`src/rtl/txn_ctrl_pkg.sv`:
```
// Shared types for the multi-channel transaction controller.
package txn_ctrl_pkg;

    typedef enum logic [1:0] {
        IDLE   = 2'd0,
        ACTIVE = 2'd1,
        DONE   = 2'd2,
        ABORT  = 2'd3
    } state_e;

    typedef enum logic [1:0] {
        ERR_KILL  = 2'd0,
        ERR_PROTO = 2'd1,
        ERR_OVF   = 2'd2,
        ERR_TMO   = 2'd3
    } err_e;

endpackage

```
`src/rtl/txn_ctrl_mc_rr_arb.sv`:
```
// Combinational round-robin arbiter: first requester at or after ptr_i, wrapping.
module rr_arb #(
    parameter int NCH   = 4,
    parameter int OWN_W = $clog2(NCH)
) (
    input  logic [NCH-1:0]   req_i,
    input  logic [OWN_W-1:0] ptr_i,
    output logic [NCH-1:0]   gnt_o,
    output logic [OWN_W-1:0] idx_o
);

    logic             found;
    logic [OWN_W-1:0] sel;

    always_comb begin
        gnt_o = '0;
        idx_o = '0;
        found = 1'b0;
        sel   = '0;
        for (int i = 0; i < NCH; i++) begin
            sel = OWN_W'((int'(ptr_i) + i) % NCH);
            if (!found && req_i[sel]) begin
                found      = 1'b1;
                gnt_o[sel] = 1'b1;
                idx_o      = sel;
            end
        end
    end

endmodule

```
`src/rtl/txn_ctrl_mc.sv`:
```
// Round-robin multi-channel transaction controller: one transaction at a time on a
// shared get/put port, with direction lock, beat limit, idle timeout and abort reporting.
module txn_ctrl_mc
    import txn_ctrl_pkg::*;
#(
    parameter int NCH       = 4,
    parameter int MAX_BEATS = 16,
    parameter int TIMEOUT   = 8,
    parameter int CNT_W     = $clog2(MAX_BEATS + 1),
    parameter int OWN_W     = $clog2(NCH)
) (
    input  logic             clk,
    input  logic             rst,
    input  logic [NCH-1:0]   go,
    input  logic [NCH-1:0]   kill,
    input  logic             get,
    input  logic             put,
    input  logic             endtx,
    output logic [NCH-1:0]   gnt,
    output logic [OWN_W-1:0] owner,
    output logic             busy,
    output logic             dir_wr,
    output logic [CNT_W-1:0] beats,
    output logic             done,
    output logic             abort,
    output logic [1:0]       err,
    output state_e           dbg_state
);

    localparam int               TMR_W     = $clog2(TIMEOUT + 1);
    localparam logic [CNT_W-1:0] BEATS_MAX = CNT_W'(MAX_BEATS);
    localparam logic [TMR_W-1:0] TMR_LAST  = TMR_W'(TIMEOUT - 1);
    localparam logic [OWN_W-1:0] OWN_LAST  = OWN_W'(NCH - 1);

    state_e           state_q, state_d;
    logic [NCH-1:0]   gnt_q, gnt_d;
    logic [OWN_W-1:0] owner_q, owner_d;
    logic [OWN_W-1:0] ptr_q, ptr_d;
    logic             busy_q, busy_d;
    logic             dir_wr_q, dir_wr_d;
    logic             dir_lock_q, dir_lock_d;
    logic [CNT_W-1:0] beats_q, beats_d;
    logic [TMR_W-1:0] timer_q, timer_d;
    logic             done_q, done_d;
    logic             abort_q, abort_d;
    err_e             err_q, err_d;

    logic [NCH-1:0]   arb_gnt;
    logic [OWN_W-1:0] arb_idx;
    logic             beat;
    logic             both;

    rr_arb #(
        .NCH   (NCH),
        .OWN_W (OWN_W)
    ) u_arb (
        .req_i (go),
        .ptr_i (ptr_q),
        .gnt_o (arb_gnt),
        .idx_o (arb_idx)
    );

    assign beat = get | put;
    assign both = get & put;

    always_comb begin
        state_d    = state_q;
        gnt_d      = gnt_q;
        owner_d    = owner_q;
        ptr_d      = ptr_q;
        busy_d     = busy_q;
        dir_wr_d   = dir_wr_q;
        dir_lock_d = dir_lock_q;
        beats_d    = beats_q;
        timer_d    = timer_q;
        done_d     = 1'b0;
        abort_d    = 1'b0;
        err_d      = err_q;
        unique case (state_q)
            IDLE: begin
                gnt_d      = '0;
                owner_d    = '0;
                busy_d     = 1'b0;
                dir_wr_d   = 1'b0;
                dir_lock_d = 1'b0;
                beats_d    = '0;
                timer_d    = '0;
                err_d      = ERR_KILL;
                if (|go) begin
                    state_d = ACTIVE;
                    gnt_d   = arb_gnt;
                    owner_d = arb_idx;
                    busy_d  = 1'b1;
                end
            end
            ACTIVE: begin
                // Abort causes are checked strictly before completion or counting.
                if (kill[owner_q]) begin
                    state_d = ABORT;
                    abort_d = 1'b1;
                    err_d   = ERR_KILL;
                end else if (both || (beat && dir_lock_q && (put != dir_wr_q))) begin
                    state_d = ABORT;
                    abort_d = 1'b1;
                    err_d   = ERR_PROTO;
                end else if (beat && (beats_q == BEATS_MAX)) begin
                    state_d = ABORT;
                    abort_d = 1'b1;
                    err_d   = ERR_OVF;
                end else begin
                    if (beat) begin
                        beats_d    = beats_q + 1'b1;
                        timer_d    = '0;
                        dir_lock_d = 1'b1;
                        dir_wr_d   = put;
                    end
                    if (endtx) begin
                        state_d = DONE;
                        done_d  = 1'b1;
                    end else if (!beat) begin
                        if (timer_q == TMR_LAST) begin
                            state_d = ABORT;
                            abort_d = 1'b1;
                            err_d   = ERR_TMO;
                        end else begin
                            timer_d = timer_q + 1'b1;
                        end
                    end
                end
            end
            DONE, ABORT: begin
                state_d    = IDLE;
                ptr_d      = (owner_q == OWN_LAST) ? '0 : owner_q + 1'b1;
                gnt_d      = '0;
                owner_d    = '0;
                busy_d     = 1'b0;
                dir_wr_d   = 1'b0;
                dir_lock_d = 1'b0;
                beats_d    = '0;
                timer_d    = '0;
                err_d      = ERR_KILL;
            end
            default: state_d = IDLE;
        endcase
    end

    always_ff @(posedge clk) begin
        if (rst) begin
            state_q    <= IDLE;
            gnt_q      <= '0;
            owner_q    <= '0;
            ptr_q      <= '0;
            busy_q     <= 1'b0;
            dir_wr_q   <= 1'b0;
            dir_lock_q <= 1'b0;
            beats_q    <= '0;
            timer_q    <= '0;
            done_q     <= 1'b0;
            abort_q    <= 1'b0;
            err_q      <= ERR_KILL;
        end else begin
            state_q    <= state_d;
            gnt_q      <= gnt_d;
            owner_q    <= owner_d;
            ptr_q      <= ptr_d;
            busy_q     <= busy_d;
            dir_wr_q   <= dir_wr_d;
            dir_lock_q <= dir_lock_d;
            beats_q    <= beats_d;
            timer_q    <= timer_d;
            done_q     <= done_d;
            abort_q    <= abort_d;
            err_q      <= err_d;
        end
    end

    assign gnt       = gnt_q;
    assign owner     = owner_q;
    assign busy      = busy_q;
    assign dir_wr    = dir_wr_q;
    assign beats     = beats_q;
    assign done      = done_q;
    assign abort     = abort_q;
    assign err       = err_q;
    assign dbg_state = state_q;

endmodule

```
`config.mk`:
```
export PLATFORM = sky130hd
export DESIGN_NAME = txn_ctrl_mc
export DESIGN_NICKNAME = d
export VERILOG_FILES = /design/src/rtl/txn_ctrl_pkg.sv /design/src/rtl/txn_ctrl_mc_rr_arb.sv /design/src/rtl/txn_ctrl_mc.sv
export SDC_FILE = /design/constraint.sdc
export NUM_CORES = 1
export LEC_CHECK = 0
export CORE_ASPECT_RATIO = 1.2
export CORE_MARGIN = 8
export CORE_UTILIZATION = 55
export CTS_BUF_LIST = sky130_fd_sc_hd__clkbuf_16
export DETAILED_ROUTE_END_ITERATION = 6
export PLACE_DENSITY_LB_ADDON = 0.2
export SLEW_MARGIN = 10
export SYNTH_ARGS = -nofsm -noshare
export SYNTH_HDL_FRONTEND = slang
export SYNTH_SLANG_ARGS = --single-unit
```
`constraint.sdc`:
```
create_clock -name clk -period 6.19 [get_ports clk]
set_input_delay 1.238 -clock clk [delete_from_list [all_inputs] [get_ports clk]]
set_output_delay 1.238 -clock clk [all_outputs]
set_load 0.01 [all_outputs]
```
==> metrics.cfg, run 1 <==
[outcome]
status=finished clean

[route]
drt-wirelength-per-cell_um=16.6
drt-total-wl_um=4040
met3_length_um=183
vias_per_cell=6.00
ant_nets=0
drc=0
met2WireLength_um=2130
vias=1458
wl_met1_um=1640
first_iter_violations=101
highest_layer=met4
firstDrtPassIters=6

[global_routing]
grt-ovfl-total=0
grt_max_degree=18
grt_antenna_before_repair=0
grt_pass1_wl_um=6860
groute.usage.overall=0.163
grt_pass1_vias=1435

[synth]
yosysUniqueCellTypes=46
synth-edff-count=0
yosys-top-cells-area=dfxtp_1 (31%), ha_1 (8.3%), mux4_2 (6.8%)
synth_flop_cell=dfxtp_1
synth_xor_area_frac=0.0421
synthCells=180
synth.top_cell.area_share=0.313
synthArstFlopShare=0
synth-compound-area-share=0.204
syn_nets=204
yosys.area_share.adder=0.0887
syn_area_mm2=0.00167
yosysSeqAreaShare=0.313
yosysWarningCount=0
synth_area_per_cell_um2=9.25
synth_top_cell_by_area=dfxtp_1
synthSimpleGateAreaFrac=0.212
synth_top_family_by_area=simple AND/OR/NAND/NOR gates
ys_ff_latch=26
synth_mux_area_frac=0.0984

[setup_path]
critPathLaunchType=input port
critical_path_peak_fanout=6
end_kind=register
r2r-start=ptr_q[0]
crit_required_ns=6.31
cp-startpoint=kill[0]
crit_arrival_ns=3.13
critical_path_class=input port to register

[timing]
rsz0062_at_grt=no
max_freq_ghz=0.333
post-route-min-period_ns=3.00
relSlewSlack=0.443
tns_ns=0
period_share=0.485
setup_viol=0
drv_slew=0
hold_viol=0
finalClockSkew_ns=0.000542
tightest_slew_ns=0.833
hold_slack_ns=0.447

[floorplan]
io_pins=32
die_width_um=66.2
fp.dieArea_mm2=0.00505
core-area_mm2=0.00297
dieHeight_um=76.3
initial_core_util=0.560
row_count=22

[clock_tree]
htreeDepth=1
post_cts_resized=0
root_buffer=clkbuf_16
clk_latency_ns=0.26
cts_tree=done
cts.reportedPaths.clkPinSlew_ns=0.06
ctsLongestPathBuffers=2
holdBufCountCts=0
postCtsSetupRepairBufs=0
numCtsBuffers=3
clkSinkCount=26

[run]
drv_cap=0

[power_and_ir_drop]
power_leakage_nw=0.757
power.density_cell_area_mw_per_mm2=218
peakVddDrop_mv=0.139

[place]
place_hpwl_um=3120
dp.cells=239
place_congestion=0.910
dpl_cell_area_mm2=0.00199
port_buffers=31

[final_layout]
nets=232
diodes=0
seqCellArea_um2=520
drive_gt1_frac=0.0821
multi_input_area_mm2=0.00107
fill_cells=238
stdcell_count=243
area_growth_syn_to_layout_pct=24.0
stdcell_area_mm2=0.00207

[hold_path]
hold_class=register to register
hp-start=busy

metal layers:
metal / track usage / vias up
met5: 0 / -
li1: - / 719
met3: 0.0191 / 8
met1: 0.186 / 687
met4: 0.0685 / 0
met2: 0.288 / 44
cell type report:
class                           count  share of cell area
Sequential cell                    26               0.252
Clock inverter                      1             0.00182
Clock buffer                        3              0.0363
Timing Repair Buffer               31               0.150
Inverter                           10              0.0182
Multi-Input combinational cell    136               0.520
Tap cell                           36              0.0218
synth_stat cells, drive strengths merged, types with 2 or more instances:
cell and count:
dfxtp 26, mux2i 4, a211oi 2, buf 4
a221o 4, clkbuf 4, nand2b 5, a31oi 5
nor2b 8, xor2 4, mux4 5, a221oi 4
ha 11, a21oi 7, and2 2, o211ai 2
inv 10, o21a 2, nor2 20, a2111oi 4
o21ai 3, o22ai 3, or4 2, nor3 7
nand3 4, xnor2 4, nand2 10, and3b 2
critical path, cell delays in order:
cell             delay, ns
clkdlybuf4s50_1       0.44
mux4_2                0.60
a21oi_2               0.24
and2_1                0.27
o21a_1                0.24
a2111oi_2             0.09
worst paths after layout:
kind / to / slack (ns) / depth (start not counted)
setup / recovery: err[0] / 3.19 / 6
hold / removal: busy / 0.45 / 2
setup reg to reg: gnt[3] / 3.29 / 6
hold reg to reg: busy / 0.45 / 2
cells in the final DEF, fill, tap and decap left out, types with 3 or more instances in the layout:
master,count
nor2_1,19
a221o_1,4
nor2b_1,7
dfxtp_1,26
clkbuf_16,3
nand2_1,10
a21oi_1,6
o21ai_0,3
a221oi_1,3
xnor2_1,4
ha_1,11
inv_1,10
xor2_1,4
mux4_2,5
nor3_1,7
nand2b_1,5
nand3_1,4
o22ai_1,3
a31oi_1,5
a2111oi_2,3
clkdlybuf4s50_1,31
mux2i_1,4
cells by family after synthesis:
| kind of cell | count (synthesis) |
|---|---|
| AND/OR/NAND/NOR | 66 |
| AO/OA/AOI/OAI | 40 |
| flip-flops | 26 |
| buffers and inverters | 18 |
| adder cells (fa/ha/maj) | 12 |
| multiplexers | 10 |
| XOR/XNOR | 8 |
flip-flops by register name (all words and copies together) (netlist names), 2 cells and up:
name / count
timer_q: 4
dbg_state: 2
ptr_q: 2
err: 2
beats: 5
gnt: 4
owner: 2
through the flow:
step	util	total power [mW]	setup WS, ns
after floorplan	-	0.270	3.48
final	0.695	0.450	3.19
after detailed placement	0.668	0.312	2.92
after global routing	0.695	0.474	3.00
after CTS	0.695	0.453	3.19
after global placement	0.668	0.308	3.01
report_power, final:
group / total (mW) / switching, mW / internal (mW) / leakage [nW]
Combinational: 0.118 / 0.0596 / 0.0585 / 0.506
Clock: 0.141 / 0.0549 / 0.0864 / 0.0385
Sequential: 0.191 / 0.0135 / 0.178 / 0.212
Total: 0.450 / 0.128 / 0.322 / 0.757
Note: power is estimated with default switching activity, not from simulation.
==> inputs of run 2 (changes only) <==
CORE_UTILIZATION = 52   (was 55)
clock period = 3 ns   (was 6.19 ns; I/O delays follow)
==> metrics.cfg, run 2 (synthesis results as in run 1) <==
[outcome]
status=finished clean

[floorplan]
row_count=22  ; unchanged
core-area_mm2=0.00306  ; +2.8%
initial_core_util=0.545  ; -0.0151
fp.dieArea_mm2=0.00528  ; +4.5%
io_pins=32  ; unchanged
die_width_um=67.7  ; +2.2%
dieHeight_um=78.0  ; +2.2%

[timing]
finalClockSkew_ns=0.00179  ; +0.00125 ns
tightest_slew_ns=0.775  ; -0.0583 ns
relSlewSlack=0.477  ; +0.0339
rsz0062_at_grt=no
drv_slew=0  ; unchanged
max_freq_ghz=0.431
fin_ws_ns=0.678  ; -2.51 ns
tns_ns=0  ; unchanged
hold_viol=0  ; unchanged
setup_viol=0  ; unchanged
period_share=0.774
hold_slack_ns=0.447  ; +0.000521 ns
post-route-min-period_ns=2.32

[route]
drt-wirelength-per-cell_um=16.3  ; -1.8%
vias_per_cell=5.95  ; -0.81%
firstDrtPassIters=4  ; -2
vias=1470  ; +0.82%
ant_nets=0  ; unchanged
drc=0  ; unchanged
first_iter_violations=91  ; -9.9%
drt-total-wl_um=4030  ; -0.15%

[power_and_ir_drop]
power.density_cell_area_mw_per_mm2=486  ; +120%
peakVddDrop_mv=0.365  ; +160%
switching_share=0.265  ; -0.0188
power.share.clock=0.377  ; +0.063
p_int_uw=757  ; +130%
sequentialPowerShare=0.374  ; -0.050
combinationalPowerShare=0.249  ; -0.013
p_sw_uw=274  ; +110%
power_leakage_nw=0.790  ; +4.4%

[setup_path]
rr_worst_depth=6  ; unchanged
cp-startpoint=kill[3]
crit_arrival_ns=2.45  ; -0.68 ns
r2r_slack_ns=0.71  ; -2.58 ns
crit_required_ns=3.13  ; -3.18 ns
r2r-start=ptr_q[0]
critPathLaunchType=input port
end_kind=register
critical_path_class=input port to register
critical_path_peak_fanout=6  ; unchanged

[final_layout]
drive_gt1_frac=0.104  ; +0.0221
layout_common_cells=clkdlybuf4s50_1 (31), dfxtp_1 (26), nor2_1 (19)
area_growth_syn_to_layout_pct=27.4
stdcell_area_mm2=0.00212  ; +2.7%
fill_cells=256  ; +7.6%
largest_reg_flops=5  ; unchanged
final_common_cell=clkdlybuf4s50_1
nets=236  ; +1.7%
diodes=0  ; unchanged
fin_util=0.695  ; about the same

[place]
place_congestion=0.845  ; -7.1%
post-place-ws_ns=0.408  ; -2.51 ns
port_buffers=31  ; unchanged
place_hpwl_um=3170  ; +1.7%
dpl_cell_area_mm2=0.00202  ; +1.5%

[clock_tree]
postCtsSetupRepairBufs=0  ; unchanged
clk_latency_ns=0.26  ; about the same
root_buffer=clkbuf_16
clkSinkCount=26  ; unchanged
post_cts_resized=0  ; unchanged
ctsLongestPathBuffers=2  ; unchanged
numCtsBuffers=3  ; unchanged
holdBufCountCts=0  ; unchanged
cts.reportedPaths.clkPinSlew_ns=0.07  ; about the same
cts_tree=done
htreeDepth=1  ; unchanged

[hold_path]
hp-start=busy
hold_class=register to register
hold_depth=2  ; unchanged

[global_routing]
groute.usage.overall=0.156  ; -0.00651
grt_pass1_vias=1528  ; +6.5%
grt_pass1_wl_um=6640  ; -3.2%
grt_max_degree=17  ; -1
grt_antenna_before_repair=0  ; unchanged
grt-ovfl-total=0  ; unchanged

[run]
drv_cap=0  ; unchanged

[run 2: changes by cell type in the layout (fill, tap and decap cells not counted), sizes merged]
cell	delta
buf	+4
bufinv	+1
clkinv	-1
[run 2: cell type report]
class / instances / area [um^2] / share of cell area
Clock inverter: 1 / 30.0 / 0.0142
Sequential cell: 26 / 520 / 0.245
Multi-Input combinational cell: 136 / 1070 / 0.506
Timing Repair Buffer: 35 / 340 / 0.160
Clock buffer: 3 / 75.1 / 0.0354
Inverter: 10 / 37.5 / 0.0177
Tap cell: 36 / 45.0 / 0.0212
[run 2: worst max-delay path, stage by stage]
cell	delay (ns)
clkdlybuf4s50_1	0.40
mux4_2	0.59
a21oi_2	0.23
and2_1	0.29
nor2b_1	0.24
a21oi_1	0.10
[run 2: path summary, 6_finish.rpt]
check,to
max reg2reg,gnt[1]
max,dbg_state[1]
min,busy
min reg2reg,busy
[run 2: layer usage]
metal | routed length, um | global-route usage
met5 | 0 | 0
met3 | 161 | 0.0201
met4 | 102 | 0.0901
met1 | 1510 | 0.145
met2 | 2260 | 0.304
[run 2: per-stage QoR]
stage | total power, mW | instances
finish | 1.03 | 247
floorplan | 0.557 | 180
CTS | 1.04 | 247
global placement | 0.639 | 243
global route | 1.07 | 247
detailed placement | 0.650 | 243
[run 2: power by group through the flow]
| stage | combinational, mW | sequential, mW | clock (mW) |
|---|---|---|---|
| after floorplan | 0.156 | 0.401 | 0 |
| after global placement | 0.246 | 0.392 | 0 |
| after detailed placement | 0.257 | 0.394 | 0 |
| after CTS | 0.257 | 0.386 | 0.393 |
| after global routing | 0.277 | 0.389 | 0.404 |
| final | 0.257 | 0.386 | 0.389 |
==> inputs of run 3 (changes only) <==
CORE_UTILIZATION = 47   (was 52)
clock period = 2.13 ns   (was 3 ns; I/O delays follow)
==> metrics.cfg, run 3 (synthesis results as in run 1) <==
[power_and_ir_drop]
p_int_mw=1.11  ; +47%
power_leakage_nw=0.908  ; +15%
switching_share=0.274  ; +0.00847
peakVddDrop_mv=0.573  ; +57%
power.share.clock=0.360  ; -0.017
power_mw=1.53  ; +48%
sequentialPowerShare=0.356  ; -0.018
power.density_cell_area_mw_per_mm2=660  ; +36%
p_sw_uw=419  ; +53%
combinationalPowerShare=0.283  ; +0.034

[timing]
hold_slack_ns=0.460  ; +0.0126 ns
relSlewSlack=0.549  ; +0.0728
setup_viol=0  ; unchanged
fin_ws_ns=0.0630  ; -0.615 ns
drv_slew=0  ; unchanged
finalClockSkew_ns=0.00518  ; +0.00339 ns
post-route-min-period_ns=2.07
period_share=0.970
rsz0062_at_grt=yes
hold_viol=0  ; unchanged
tns_ns=0  ; unchanged
max_freq_ghz=0.484
tightest_slew_ns=0.667  ; -0.108 ns

[global_routing]
grt_antenna_before_repair=0  ; unchanged
grt_pass1_vias=1672  ; +9.4%
grt_max_degree=17  ; unchanged
grt_pass1_wl_um=7690  ; +16%
grt-ovfl-total=0  ; unchanged
groute.usage.overall=0.164  ; +0.00792

[route]
met3_length_um=216  ; +34%
vias_per_cell=5.97  ; +0.31%
met2WireLength_um=2530  ; +12%
highest_layer=met4
drt-total-wl_um=4560  ; +13%
first_iter_violations=62  ; -32%
drc=0  ; unchanged
drt-wirelength-per-cell_um=17.2  ; +5.5%
wl_met1_um=1660  ; +10%
ant_nets=0  ; unchanged
vias=1582  ; +7.6%
firstDrtPassIters=5  ; +1

[clock_tree]
numCtsBuffers=3  ; unchanged
clk_latency_ns=0.26  ; about the same
htreeDepth=1  ; unchanged
ctsLongestPathBuffers=2  ; unchanged
root_buffer=clkbuf_16
clkSinkCount=26  ; unchanged
holdBufCountCts=0  ; unchanged
cts_tree=done
cts.reportedPaths.clkPinSlew_ns=0.07  ; about the same

[setup_path]
crit_arrival_ns=2.22  ; -0.23 ns
critPathLaunchType=register
critical_path_peak_fanout=6  ; unchanged
crit_required_ns=2.29  ; -0.84 ns
critical_path_class=register to register
end_kind=register

[outcome]
status=finished clean

[final_layout]
nets=253  ; +7.2%
layout_common_cells=clkdlybuf4s50_1 (29), dfxtp_1 (24), buf_4 (21)
area_growth_syn_to_layout_pct=39.2
diodes=0  ; unchanged
drive_gt1_frac=0.219  ; +0.115
largest_reg_flops=5  ; unchanged
final_common_cell=clkdlybuf4s50_1

[run]
drv_cap=0  ; unchanged

[place]
place_hpwl_um=3540  ; +12%
port_buffers=31  ; unchanged
place_congestion=0.809  ; -4.3%
post-place-ws_ns=-0.230  ; -0.639 ns

[floorplan]
dieHeight_um=81.2  ; +4.1%
fp.dieArea_mm2=0.00571  ; +8.2%
row_count=23  ; +4.5%
initial_core_util=0.495  ; -0.0504
io_pins=32  ; unchanged
core-area_mm2=0.00337  ; +10%
die_width_um=70.3  ; +4.0%

[hold_path]
hold_class=register to register

-- run 3: cell count changes in the layout (fill, tap and decap cells not counted), moves of 2 or more --
cell and delta:
inv_1 -2, buf_4 +17, clkdlybuf4s50_1 -2, a221oi_1 -3
dlymetal6s2s_1 +2, a221oi_2 +2, dfxtp_1 -2
-- run 3: final timing paths --
| path | start | end | slack (ns) | depth (start not counted) |
|---|---|---|---|---|
| setup / recovery | ptr_q[0] | gnt[2] | 0.06 | 6 |
| hold / removal | busy | busy | 0.46 | 2 |
| setup reg to reg | ptr_q[0] | gnt[2] | 0.06 | 6 |
| hold reg to reg | busy | busy | 0.46 | 2 |
-- run 3: repair_timing --
action	4_1_cts	5_1_grt
buffers inserted	0	1
setup endpoints to repair	0	9
gates resized for setup	0	7
hold endpoints to repair	0	0
-- run 3: power groups by stage --
stage                     sequential, mW  clock, mW  combinational [mW]
after global routing               0.551      0.567               0.468
after detailed placement           0.557          0               0.417
after global placement             0.555          0               0.401
after floorplan                    0.566          0               0.245
final                              0.546      0.552               0.433
after CTS                          0.546      0.551               0.421
-- run 3: metrics by stage --
| stage | cells | utilization | instance area, um^2 |
|---|---|---|---|
| 2_1_floorplan | 180 | - | 1730 |
| 3_3_place_gp | 260 | 0.648 | 2180 |
| 3_5_place_dp | 260 | 0.648 | 2180 |
| 4_1_cts | 264 | 0.679 | 2290 |
| 5_1_grt | 265 | 0.689 | 2320 |
| 6_report | 265 | 0.689 | 2320 |
-- run 3: cell type report --
| class | instances | area [um^2] |
|---|---|---|
| fillers | 277 | 1050 |
| multi-input cells | 136 | 1120 |
| clock buffers | 3 | 75.1 |
| inverters | 10 | 45.0 |
| clock inverters | 1 | 30.0 |
| well taps | 37 | 46.3 |
| flip-flops and latches | 26 | 526 |
| repair buffers | 52 | 473 |
-- run 3: metal layers --
layer | GRT usage | up-vias
met2 | 0.317 | 59
met4 | 0.119 | 0
met3 | 0.0256 | 11
met1 | 0.155 | 751
li1 | - | 761
met5 | 0 | -
-- run 3: worst max-delay path: stages (launching register included) --
cell and delay (ns):
dfxtp_4 0.38, inv_8 0.04, ha_4 0.26, mux4_2 0.63
a221oi_4 0.35, nor3_2 0.06, a221o_1 0.25
